$ cat config.mk
export PLATFORM = sky130hd
export DESIGN_NAME = ram_arbiter
export DESIGN_NICKNAME = d
export VERILOG_FILES = /design/src/rtl/ram_arbiter_pkg.sv /design/src/rtl/arb_rr2.sv /design/src/rtl/ram_arbiter.sv
export SDC_FILE = /design/constraint.sdc
export NUM_CORES = 1
export LEC_CHECK = 0
export ABC_CLOCK_PERIOD_IN_PS = 2500
export CELL_PAD_IN_SITES_DETAIL_PLACEMENT = 1
export CELL_PAD_IN_SITES_GLOBAL_PLACEMENT = 2
export CORE_MARGIN = 1
export CORE_UTILIZATION = 10
export CTS_CLUSTER_DIAMETER = 100
export DETAILED_ROUTE_END_ITERATION = 7
export PLACE_DENSITY = 0.95
export SLEW_MARGIN = 40
export SYNTH_ARGS = -nofsm -noshare
export SYNTH_HDL_FRONTEND = slang
export SYNTH_HIERARCHICAL = 1
export SYNTH_SLANG_ARGS = --single-unit
$ cat constraint.sdc
create_clock -name clk -period 2.5 [get_ports clk]
set_input_delay 0.5 -clock clk [delete_from_list [all_inputs] [get_ports clk]]
set_output_delay 0.5 -clock clk [all_outputs]
set_load 0.01 [all_outputs]
$ cat src/rtl/ram_arbiter_pkg.sv
// Shared types for the RAM arbiter: FSM states, owner encoding, RAM size codes
// and a helper that sizes the latency counter.
package ram_arbiter_pkg;

  localparam int unsigned XLEN = 32;

  typedef enum logic [0:0] {
    StIdle = 1'b0,
    StWait = 1'b1
  } arb_state_e;

  typedef enum logic [0:0] {
    OwnIf = 1'b0,
    OwnDm = 1'b1
  } arb_own_e;

  // Size codes understood by mem/ram.
  typedef enum logic [1:0] {
    SizeByte = 2'b00,
    SizeHalf = 2'b01,
    SizeWord = 2'b10
  } size_e;

  // Width needed to hold the values 0..lat.
  function automatic int unsigned cnt_width(int unsigned lat);
    return (lat < 2) ? 1 : $clog2(lat + 1);
  endfunction

endpackage

$ cat src/rtl/arb_rr2.sv
// Combinational 2-way round-robin picker. Bit 0 is IF, bit 1 is DM.
// On a tie the requester that was not granted last wins.
module arb_rr2
  import ram_arbiter_pkg::*;
(
  input  logic [1:0] req_i,
  input  arb_own_e   last_i,
  output logic [1:0] gnt_o
);

  // Pick at most one requester.
  always_comb begin
    gnt_o = 2'b00;
    unique case (req_i)
      2'b01:   gnt_o = 2'b01;
      2'b10:   gnt_o = 2'b10;
      2'b11:   gnt_o = (last_i == OwnDm) ? 2'b01 : 2'b10;
      default: gnt_o = 2'b00;
    endcase
  end

endmodule

$ cat src/rtl/ram_arbiter.sv
// Shares the single-port RAM between instruction fetch (read-only) and
// load/store (read/write). Round-robin, one transaction in flight, a new
// grant may issue in the same cycle the previous one completes.
// Optional feature: define ARB_PERF_CNT_EN to add arb_conflict_cnt_o, a
// saturating count of cycles with an open slot and both requests high.
module ram_arbiter
  import ram_arbiter_pkg::*;
#(
  parameter int unsigned RAM_LAT = 1,
  parameter int unsigned AW      = XLEN,
  parameter int unsigned DW      = XLEN
) (
  input  logic          clk,
  input  logic          reset_n,
`ifdef ARB_PERF_CNT_EN
  output logic [31:0]   arb_conflict_cnt_o,
`endif
  input  logic          if_req_i,
  input  logic [AW-1:0] if_addr_i,
  output logic          if_gnt_o,
  output logic          if_rvalid_o,
  output logic [DW-1:0] if_rdata_o,
  input  logic          dm_req_i,
  input  logic          dm_wen_i,
  input  logic [AW-1:0] dm_addr_i,
  input  logic [DW-1:0] dm_wdata_i,
  input  logic [1:0]    dm_wmask_i,
  output logic          dm_gnt_o,
  output logic          dm_rvalid_o,
  output logic [DW-1:0] dm_rdata_o,
  output logic [AW-1:0] ram_addr_o,
  output logic          ram_wen_o,
  output logic [DW-1:0] ram_wdata_o,
  output logic [1:0]    ram_wmask_o,
  input  logic [DW-1:0] ram_rdata_i,
  output logic          arb_busy_o
);

  if (RAM_LAT == 0) begin : g_bad_lat
    $error("ram_arbiter: RAM_LAT must be at least 1");
  end

  localparam int unsigned     CntW   = cnt_width(RAM_LAT);
  localparam logic [CntW-1:0] CntMax = CntW'(RAM_LAT);

  arb_state_e      state_q, state_d;
  logic [CntW-1:0] cnt_q, cnt_d;
  arb_own_e        own_q, own_d;
  arb_own_e        last_q, last_d;
  logic            wr_q, wr_d;

  logic       busy;
  logic       complete;
  logic       slot_open;
  logic [1:0] req_vec;
  logic [1:0] pick;

  // Issue slot: idle, or the in-flight transaction finishes this cycle.
  // Gated by reset_n so nothing is granted while reset is held.
  always_comb begin
    busy      = (state_q == StWait);
    complete  = busy && (cnt_q == CntMax);
    slot_open = reset_n && (!busy || complete);
    req_vec   = {dm_req_i, if_req_i} & {2{slot_open}};
  end

  arb_rr2 u_arb_rr2 (
    .req_i  (req_vec),
    .last_i (last_q),
    .gnt_o  (pick)
  );

  // Grants, RAM request muxing and completion routing.
  always_comb begin
    if_gnt_o    = pick[0];
    dm_gnt_o    = pick[1];
    ram_addr_o  = '0;
    ram_wen_o   = 1'b0;
    ram_wdata_o = '0;
    ram_wmask_o = 2'b00;
    if_rvalid_o = 1'b0;
    if_rdata_o  = '0;
    dm_rvalid_o = 1'b0;
    dm_rdata_o  = '0;
    arb_busy_o  = busy;

    if (pick[0]) begin
      ram_addr_o  = if_addr_i;
      ram_wmask_o = SizeWord;
    end else if (pick[1]) begin
      ram_addr_o  = dm_addr_i;
      ram_wen_o   = dm_wen_i;
      ram_wdata_o = dm_wdata_i;
      ram_wmask_o = dm_wmask_i;
    end

    if (complete) begin
      if (own_q == OwnIf) begin
        if_rvalid_o = 1'b1;
        if_rdata_o  = ram_rdata_i;
      end else begin
        dm_rvalid_o = 1'b1;
        dm_rdata_o  = wr_q ? '0 : ram_rdata_i;
      end
    end
  end

  // Next state: a grant restarts the latency count; otherwise count up or
  // fall back to idle once the transaction completes.
  always_comb begin
    state_d = state_q;
    cnt_d   = cnt_q;
    own_d   = own_q;
    last_d  = last_q;
    wr_d    = wr_q;

    if (|pick) begin
      state_d = StWait;
      cnt_d   = CntW'(1);
      own_d   = pick[1] ? OwnDm : OwnIf;
      last_d  = pick[1] ? OwnDm : OwnIf;
      wr_d    = pick[1] & dm_wen_i;
    end else if (complete) begin
      state_d = StIdle;
      cnt_d   = '0;
    end else if (busy) begin
      cnt_d = cnt_q + CntW'(1);
    end
  end

  // State registers; reset drops any in-flight transaction.
  always_ff @(posedge clk or negedge reset_n) begin
    if (!reset_n) begin
      state_q <= StIdle;
      cnt_q   <= '0;
      own_q   <= OwnIf;
      last_q  <= OwnDm;
      wr_q    <= 1'b0;
    end else begin
      state_q <= state_d;
      cnt_q   <= cnt_d;
      own_q   <= own_d;
      last_q  <= last_d;
      wr_q    <= wr_d;
    end
  end

`ifdef ARB_PERF_CNT_EN
  logic [31:0] conflict_q, conflict_d;

  // Saturating count of contested issue slots.
  always_comb begin
    conflict_d = conflict_q;
    if (slot_open && if_req_i && dm_req_i && (conflict_q != 32'hFFFF_FFFF)) begin
      conflict_d = conflict_q + 32'd1;
    end
  end

  // Conflict counter register.
  always_ff @(posedge clk or negedge reset_n) begin
    if (!reset_n) begin
      conflict_q <= '0;
    end else begin
      conflict_q <= conflict_d;
    end
  end

  assign arb_conflict_cnt_o = conflict_q;
`endif

endmodule

### After elaboration in Yosys (flattened, before gate mapping)

Index checks and enable logic that the tools add are counted.

| storage, ports and cells | value |
|---|---|
| memory bits (writable) | 0 |
| flip-flop bits (word level) | 5 |
| latch bits | 0 |
| bits in read-only memories | 0 |
| input bits | 135 |
| memories kept | 0 |
| logic and storage cells | 43 |
| output and inout port bits | 136 |

| cells by class | value |
|---|---|
| multiplexer cells | 25 |
| $mul | 0 |
| add/sub/neg operators | 1 |
| shift-type cells | 0 |
| magnitude comparators | 0 |
| divide/modulo/power cells | 0 |
| eq/ne operators | 3 |
| bitwise operators | 2 |
| reduce and logical (&&, ||, !) cells | 7 |

Operator list:

| kind | count |
|---|---|
| 32-bit 2-to-1 mux | 9 |
| 1-bit 2-to-1 mux | 12 |
| 2-bit 2-to-1 mux | 3 |
| 2-bit one-hot mux with 3 select lines | 1 |
| 2-bit equality test (second input constant) | 2 |
| 3-bit nonzero test | 1 |
| 2-bit AND | 1 |
| 2-bit by 1-bit equality test with 1-bit output (second input constant) | 1 |
| 1-bit logical AND | 2 |
| 2-bit nonzero test | 1 |
| 2-bit OR reduction | 1 |
| 1-bit adder (second input constant) | 1 |
| 1-bit AND | 1 |
| 1-bit zero test | 1 |
| 1-bit logical OR | 1 |

### Logic depth before layout (Yosys ltp)

Gate-level depths: netlist of run 1.

| depth | value |
|---|---|
| depth after elaboration | 8 |
| gate-level depth with buffers | 9 |
| mapped depth without buffers | 5 |

### Cells and area by module

Netlist of run 1, hierarchy kept.

By module, submodules not included:

| module | times used | seq. area each (sq um) | area each (sq um) | cells an instance |
|---|---|---|---|---|
| ram_arbiter | 1 | 126.4 | 1242.4 | 207 |
| arb_rr2 | 1 | 0.0 | 18.8 | 3 |

### Worst setup path before layout of run 1

Ideal clock, no wire load.

| timing | value |
|---|---|
| path type | register to output |
| start | reg state_q (netlist: arb_busy_o) |
| end | out ram_addr_o[10] |
| arrival time | 2.189 ns |
| setup slack | -0.189 ns |
| cell stages (with the launch flop) | 9 |
| path buffers | 3 |
| required time | 2.000 ns |
| path through | dfrtp_1 > buf_2 > nand2b_1 > and3_1 > a21boi_0 > nor2b_4 > buf_8 > buf_8 > a22o_1 |

| on the way | value |
|---|---|
| cells in the longest elaborated chain, start to end | 8 |
| elaborated cells between the ends (all ways) | 11 |
| those cells by class | 3 x eq/ne; 3 x mux; 1 x bitwise; 4 x reduce/logical |

Ends and longest elaborated chain:

| what | line | source |
|---|---|---|
| start: declaration | ram_arbiter.sv:46 | `arb_state_e state_q, state_d;` |
| start signal: assignment | ram_arbiter.sv:134 | `state_q <= StIdle;` |
| start signal: assignment | ram_arbiter.sv:140 | `state_q <= state_d;` |
| 1-bit zero test or 1-bit logical AND (tied branches) | ram_arbiter.sv:63, ram_arbiter.sv:62 |  |
| 1-bit logical OR * | ram_arbiter.sv:63 | `slot_open = reset_n && (!busy \|\| complete);` |
| 1-bit logical AND * | ram_arbiter.sv:63 |  |
| 2-bit AND * | ram_arbiter.sv:64 | `req_vec = {dm_req_i, if_req_i} & {2{slot_open}};` |
| via req_vec[1] | ram_arbiter.sv:55 | `logic [1:0] req_vec;` |
| 2-bit equality test or 2-bit by 1-bit equality test with 1-bit output (tied branches) | arb_rr2.sv:14 | `unique case (req_i)` |
| 2-bit one-hot mux with 3 select lines * | arb_rr2.sv:14 |  |
| via dm_gnt_o | ram_arbiter.sv:28 | `output logic dm_gnt_o,` |
| 32-bit 2-to-1 mux * | ram_arbiter.sv:90 | `end else if (pick[1]) begin` |
| 32-bit 2-to-1 mux * | ram_arbiter.sv:87 | `if (pick[0]) begin` |
| end: declaration | ram_arbiter.sv:31 | `output logic [AW-1:0] ram_addr_o,` |

The timed path passes the listed nets; every way through them passes the cells marked *.

### Worst setup path in the final report of run 1

| timing | value |
|---|---|
| start | reg cnt_q |
| end | out ram_addr_o[30] |

| on the way | value |
|---|---|
| cells in the longest elaborated chain, start to end | 8 |
| elaborated cells between the ends (all ways) | 10 |
| those cells by class | 3 x eq/ne; 3 x mux; 1 x bitwise; 3 x reduce/logical |

Ends and longest elaborated chain:

| what | line | source |
|---|---|---|
| start: declaration | ram_arbiter.sv:47 | `logic [CntW-1:0] cnt_q, cnt_d;` |
| start signal: assignment | ram_arbiter.sv:141 | `cnt_q <= cnt_d;` |
| 1-bit logical AND * | ram_arbiter.sv:62 | `complete = busy && (cnt_q == CntMax);` |
| 1-bit logical OR * | ram_arbiter.sv:63 |  |
| 1-bit logical AND * | ram_arbiter.sv:63 |  |
| 2-bit AND * | ram_arbiter.sv:64 |  |
| via req_vec[1] | ram_arbiter.sv:55 |  |
| 2-bit equality test or 2-bit by 1-bit equality test with 1-bit output (tied branches) | arb_rr2.sv:14 |  |
| 2-bit one-hot mux with 3 select lines * | arb_rr2.sv:14 |  |
| 32-bit 2-to-1 mux | ram_arbiter.sv:90 |  |
| 32-bit 2-to-1 mux * | ram_arbiter.sv:87 |  |

Marked as above.

==> results, run 1 <==
- The count of final max-slew check failures is 0.
- For this run, the number of Yosys warnings is 6.
- The reg-to-reg setup timing slack is 520 ps.
- Entering global routing, the biggest net connects 37 pins.
- The final antenna-violating net count is 0.
- The stage delay of the slowest cell on the critical path is 370 ps.
- The via count of the first global-routing pass was 2,824.
- The post-detailed-route wirelength per cell is 16.2 um.
- CTS built an H-tree with a depth of 1.
- The post-detailed-route via-to-cell ratio is 3.96.
- The final hold violation count came to 0.
- The worst-case IR drop observed on VDD is 277 uV.
- Global routing finished with a remaining overflow of 0.
- The count of pins on the block boundary is 271.
- The iteration-0 DRC count of the detailed router is 85.
- In this run the tightest slew margin relative to its limit is 76.5%.
- Setup violations remaining at the end of the flow were counted as 2.
- Leaving out fill and tap cells, the most frequent cell in the layout is sky130_fd_sc_hd__clkdlybuf4s50_1.
- The data required time of the critical path is 2000 ps.
- The most frequent cell on the critical path is sky130_fd_sc_hd__buf_4.
- Of the cells placed in the final design, the portion with a size suffix greater than 1 is 27.9%.
- The initial antenna violation count is 1.
- The die height is 114 um.
- Buffers placed on the I/O ports in this run total 270.
- After synthesis, the mean cell area works out to 6.01 um2.
- The synthesis-stage register bit count is 5.
- The worst hold slack is 327 ps.
- STA puts the critical path data arrival time at 2020 ps.
- The category of the critical setup timing path is register to output port.
- The proportion of synthesized chip area in sequential cells is 10.0%.
- The horizontal die dimension is 114 um.
- After detailed routing, the number of remaining DRC violations is 0.
- The maximum number of buffers from clock root to sink is 2.
- The tightest min-delay check is of the primary input to async pin type.
- The CTS tree is built.
- In this run the static leakage power is 1.98 nW.
- The net count reported at finish is 631.
- STA classifies the critical path endpoint as an output port.
- In the final layout, flip-flops and latches occupy 126 um2.
- The maximum clock frequency is 397 MHz.
- The power per cell area is 556 nW/um2.
- The row count is 40.
- For the pin with the worst max-slew slack, the measured transition is 353 ps.
- Max-cap violations in this run came to 0.
- The post-synthesis to final-layout area growth is 263%.
- The final core utilization is 37.7%.
- The final HPWL from detailed placement is 8.30 mm.
- Dividing the final minimum period by the clock period gives 101%.
- The final layout contains routed wiring with a total length of 10.8 mm.
- The checks that failed: setup timing.
- The total core area is 12,200 um2.
- Clock-pin slew was measured on the worst setup and hold paths at 30 ps.
- Along the worst path, the maximum fanout reaches 18.
- The number of clock buffers added by TritonCTS is 3.
- For the worst-skew pair, the clock arrives at the later sink with an insertion delay of 220 ps.
- The number of hold buffers added after cts is 0.
- Global routing consumed, over all layers together, 15.4% of the routing resources.
- The cell area after synthesis is 1260 um2.
- The minimum clock period is 2520 ps.
- The global-route wire length before repair is 15.2 mm.
- Across all setup checks in the final design, the least slack found is -15.8 ps.
- The layout has 1,469 filler cells.
- The starting utilization of the core area is 10.4%.
- STA classifies the critical path startpoint as a register.
- The clock tree root buffer cell is sky130_fd_sc_hd__clkbuf_16.
- In this run, distinct cell masters in the synthesized netlist total 21.
- The floorplan die area is 13,100 um2.
- The final weighted congestion in routability-driven placement is 0.795.
- The via total after detailed routing is 2,631.
- The slowest library cell on the worst path is sky130_fd_sc_hd__dfrtp_1.
- In the layout the commonest cells are sky130_fd_sc_hd__clkdlybuf4s50_1 (199), sky130_fd_sc_hd__nor2_1 (65), sky130_fd_sc_hd__nand2_1 (34), sky130_fd_sc_hd__buf_6 (34), sky130_fd_sc_hd__a22o_1 (33).
- The pre-CTS worst setup slack is -660 ps.
- The multi-input gate area in the final layout is 1090 um2.
- Before antenna repair, the detailed router went through 4 iterations.
- The signal on the critical path passes through nand2b_4 -> and3_4 -> buf_6 -> a21boi_4 -> buf_4 -> buf_4 -> buf_12 -> a22o_1 -> clkdlybuf4s15_2.
- The worst setup skew after layout is 0.575 ps.
- Counting every net in the synthesized netlist gives 345.
- The number of sinks handled by clock tree synthesis is 5.
- Setup repair after global routing could not meet its margin everywhere.
- The run finished, with violations left.
- Synthesis produced 210 cells.
==> per-layer routing <==
metal	vias to the layer above	track usage (%)	wire (um)
met1	1212	14.9	3640
met3	12	3.44	775
met4	0	5.89	286
li1	1261	-	-
met5	-	0	0
met2	146	31.2	6060
==> kinds of logic (layout without fill, tap and decap cells) <==
kind of cell | Yosys count | after routing | synth area share, %
compound gates | 37 | 37 | 25.3
simple gates | 144 | 144 | 52.4
other cells | 0 | 1 | 0
buf+inv | 24 | 309 | 12.3
flops | 5 | 5 | 10.0
==> through the flow <==
stage / instances / instance area (um2) / setup TNS [ps] / power, mW
floorplan: 210 / 1260 / 0 / 0.977
global placement: 637 / 4150 / -34330 / 2.03
detailed placement: 637 / 4150 / -37510 / 2.07
CTS: 656 / 4280 / -3.79 / 2.44
global route: 664 / 4580 / -1250 / 2.72
finish: 664 / 4580 / -24.9 / 2.55
==> area by class of cell <==
type	count	area share (%)
Antenna cell	1	0.0546
Clock buffer	4	1.72
Inverter	3	0.246
Multi-Input combinational cell	181	23.9
Sequential cell	5	2.76
Tap cell	168	4.59
Timing Repair Buffer	302	66.8
==> path summary, 6_finish.rpt <==
path / to / cells past startpoint / startpoint
worst min register to register: last_q$_DFFE_PN1P_ / 1 / last_q$_DFFE_PN1P_
max in group asynchronous: last_q$_DFFE_PN1P_ / 2 / reset_n
min in group clk: last_q$_DFFE_PN1P_ / 1 / last_q$_DFFE_PN1P_
worst max-delay path: ram_addr_o[30] / 9 / cnt_q$_DFFE_PN0P_
worst min-delay path: cnt_q$_DFFE_PN0P_ / 2 / reset_n
worst max register to register: wr_q$_DFFE_PN0P_ / 11 / cnt_q$_DFFE_PN0P_
==> synth_stat cells <==
cell / count / area, um2
sky130_fd_sc_hd__and2_1: 34 / 213
sky130_fd_sc_hd__a21boi_1: 1 / 7.51
sky130_fd_sc_hd__dfstp_2: 1 / 26.3
sky130_fd_sc_hd__nand3b_1: 1 / 7.51
sky130_fd_sc_hd__dfrtp_1: 4 / 100
sky130_fd_sc_hd__buf_6: 1 / 11.3
sky130_fd_sc_hd__buf_2: 8 / 40.0
sky130_fd_sc_hd__and3_1: 3 / 18.8
sky130_fd_sc_hd__a21boi_0: 1 / 7.51
sky130_fd_sc_hd__inv_1: 3 / 11.3
sky130_fd_sc_hd__nand2b_1: 3 / 18.8
sky130_fd_sc_hd__a21o_1: 2 / 15.0
sky130_fd_sc_hd__nand3_1: 2 / 10.0
sky130_fd_sc_hd__nor2b_4: 1 / 13.8
sky130_fd_sc_hd__nor3b_1: 1 / 7.51
sky130_fd_sc_hd__a22o_1: 33 / 289
sky130_fd_sc_hd__buf_8: 4 / 60.1
sky130_fd_sc_hd__nor2_1: 65 / 244
sky130_fd_sc_hd__clkbuf_1: 6 / 22.5
sky130_fd_sc_hd__clkbuf_2: 2 / 10.0
sky130_fd_sc_hd__nand2_1: 34 / 128
==> sequential cells by signal (all words and copies together) (netlist names) <==
signal,count
arb_busy_o,1
own_q,1
wr_q,1
last_q,1
cnt_q,1
==> critical path, delay by kind of cell, from the launching register on <==
family | cells | cell delay (ps)
flip-flops | 1 | 370
AND/OR/NAND/NOR | 2 | 320
AO/OA/AOI/OAI | 2 | 330
buffers and inverters | 5 | 740
==> where the power goes <==
| part | total [mW] | internal (mW) | leakage, nW | switching, mW |
|---|---|---|---|---|
| Clock | 0.260 | 0.211 | 0.0382 | 0.0489 |
| Combinational | 2.12 | 1.16 | 1.88 | 0.956 |
| Sequential | 0.165 | 0.121 | 0.0577 | 0.0439 |
| Total | 2.55 | 1.50 | 1.98 | 1.05 |
==> what timing repair did <==
| action | in CTS | in global routing |
|---|---|---|
| cloned | 6 | 2 |
| pin swaps | 3 | 23 |
| setup buffers | 9 | 5 |
| endpoints found under the setup margin | 69 | 70 |
| resized for setup | 275 | 67 |
Note: power is estimated with default switching activity, not from simulation.
==> run 2, diff against run 1 <==
--- a/config.mk
+++ b/config.mk
@@ -13,7 +13,6 @@
 export CTS_CLUSTER_DIAMETER = 100
 export DETAILED_ROUTE_END_ITERATION = 7
 export PLACE_DENSITY = 0.95
-export SLEW_MARGIN = 40
 export SYNTH_ARGS = -nofsm -noshare
 export SYNTH_HDL_FRONTEND = slang
 export SYNTH_HIERARCHICAL = 1
==> results of run 2 <==
The final DEF is identical to that of run 1; final timing and power are the same.
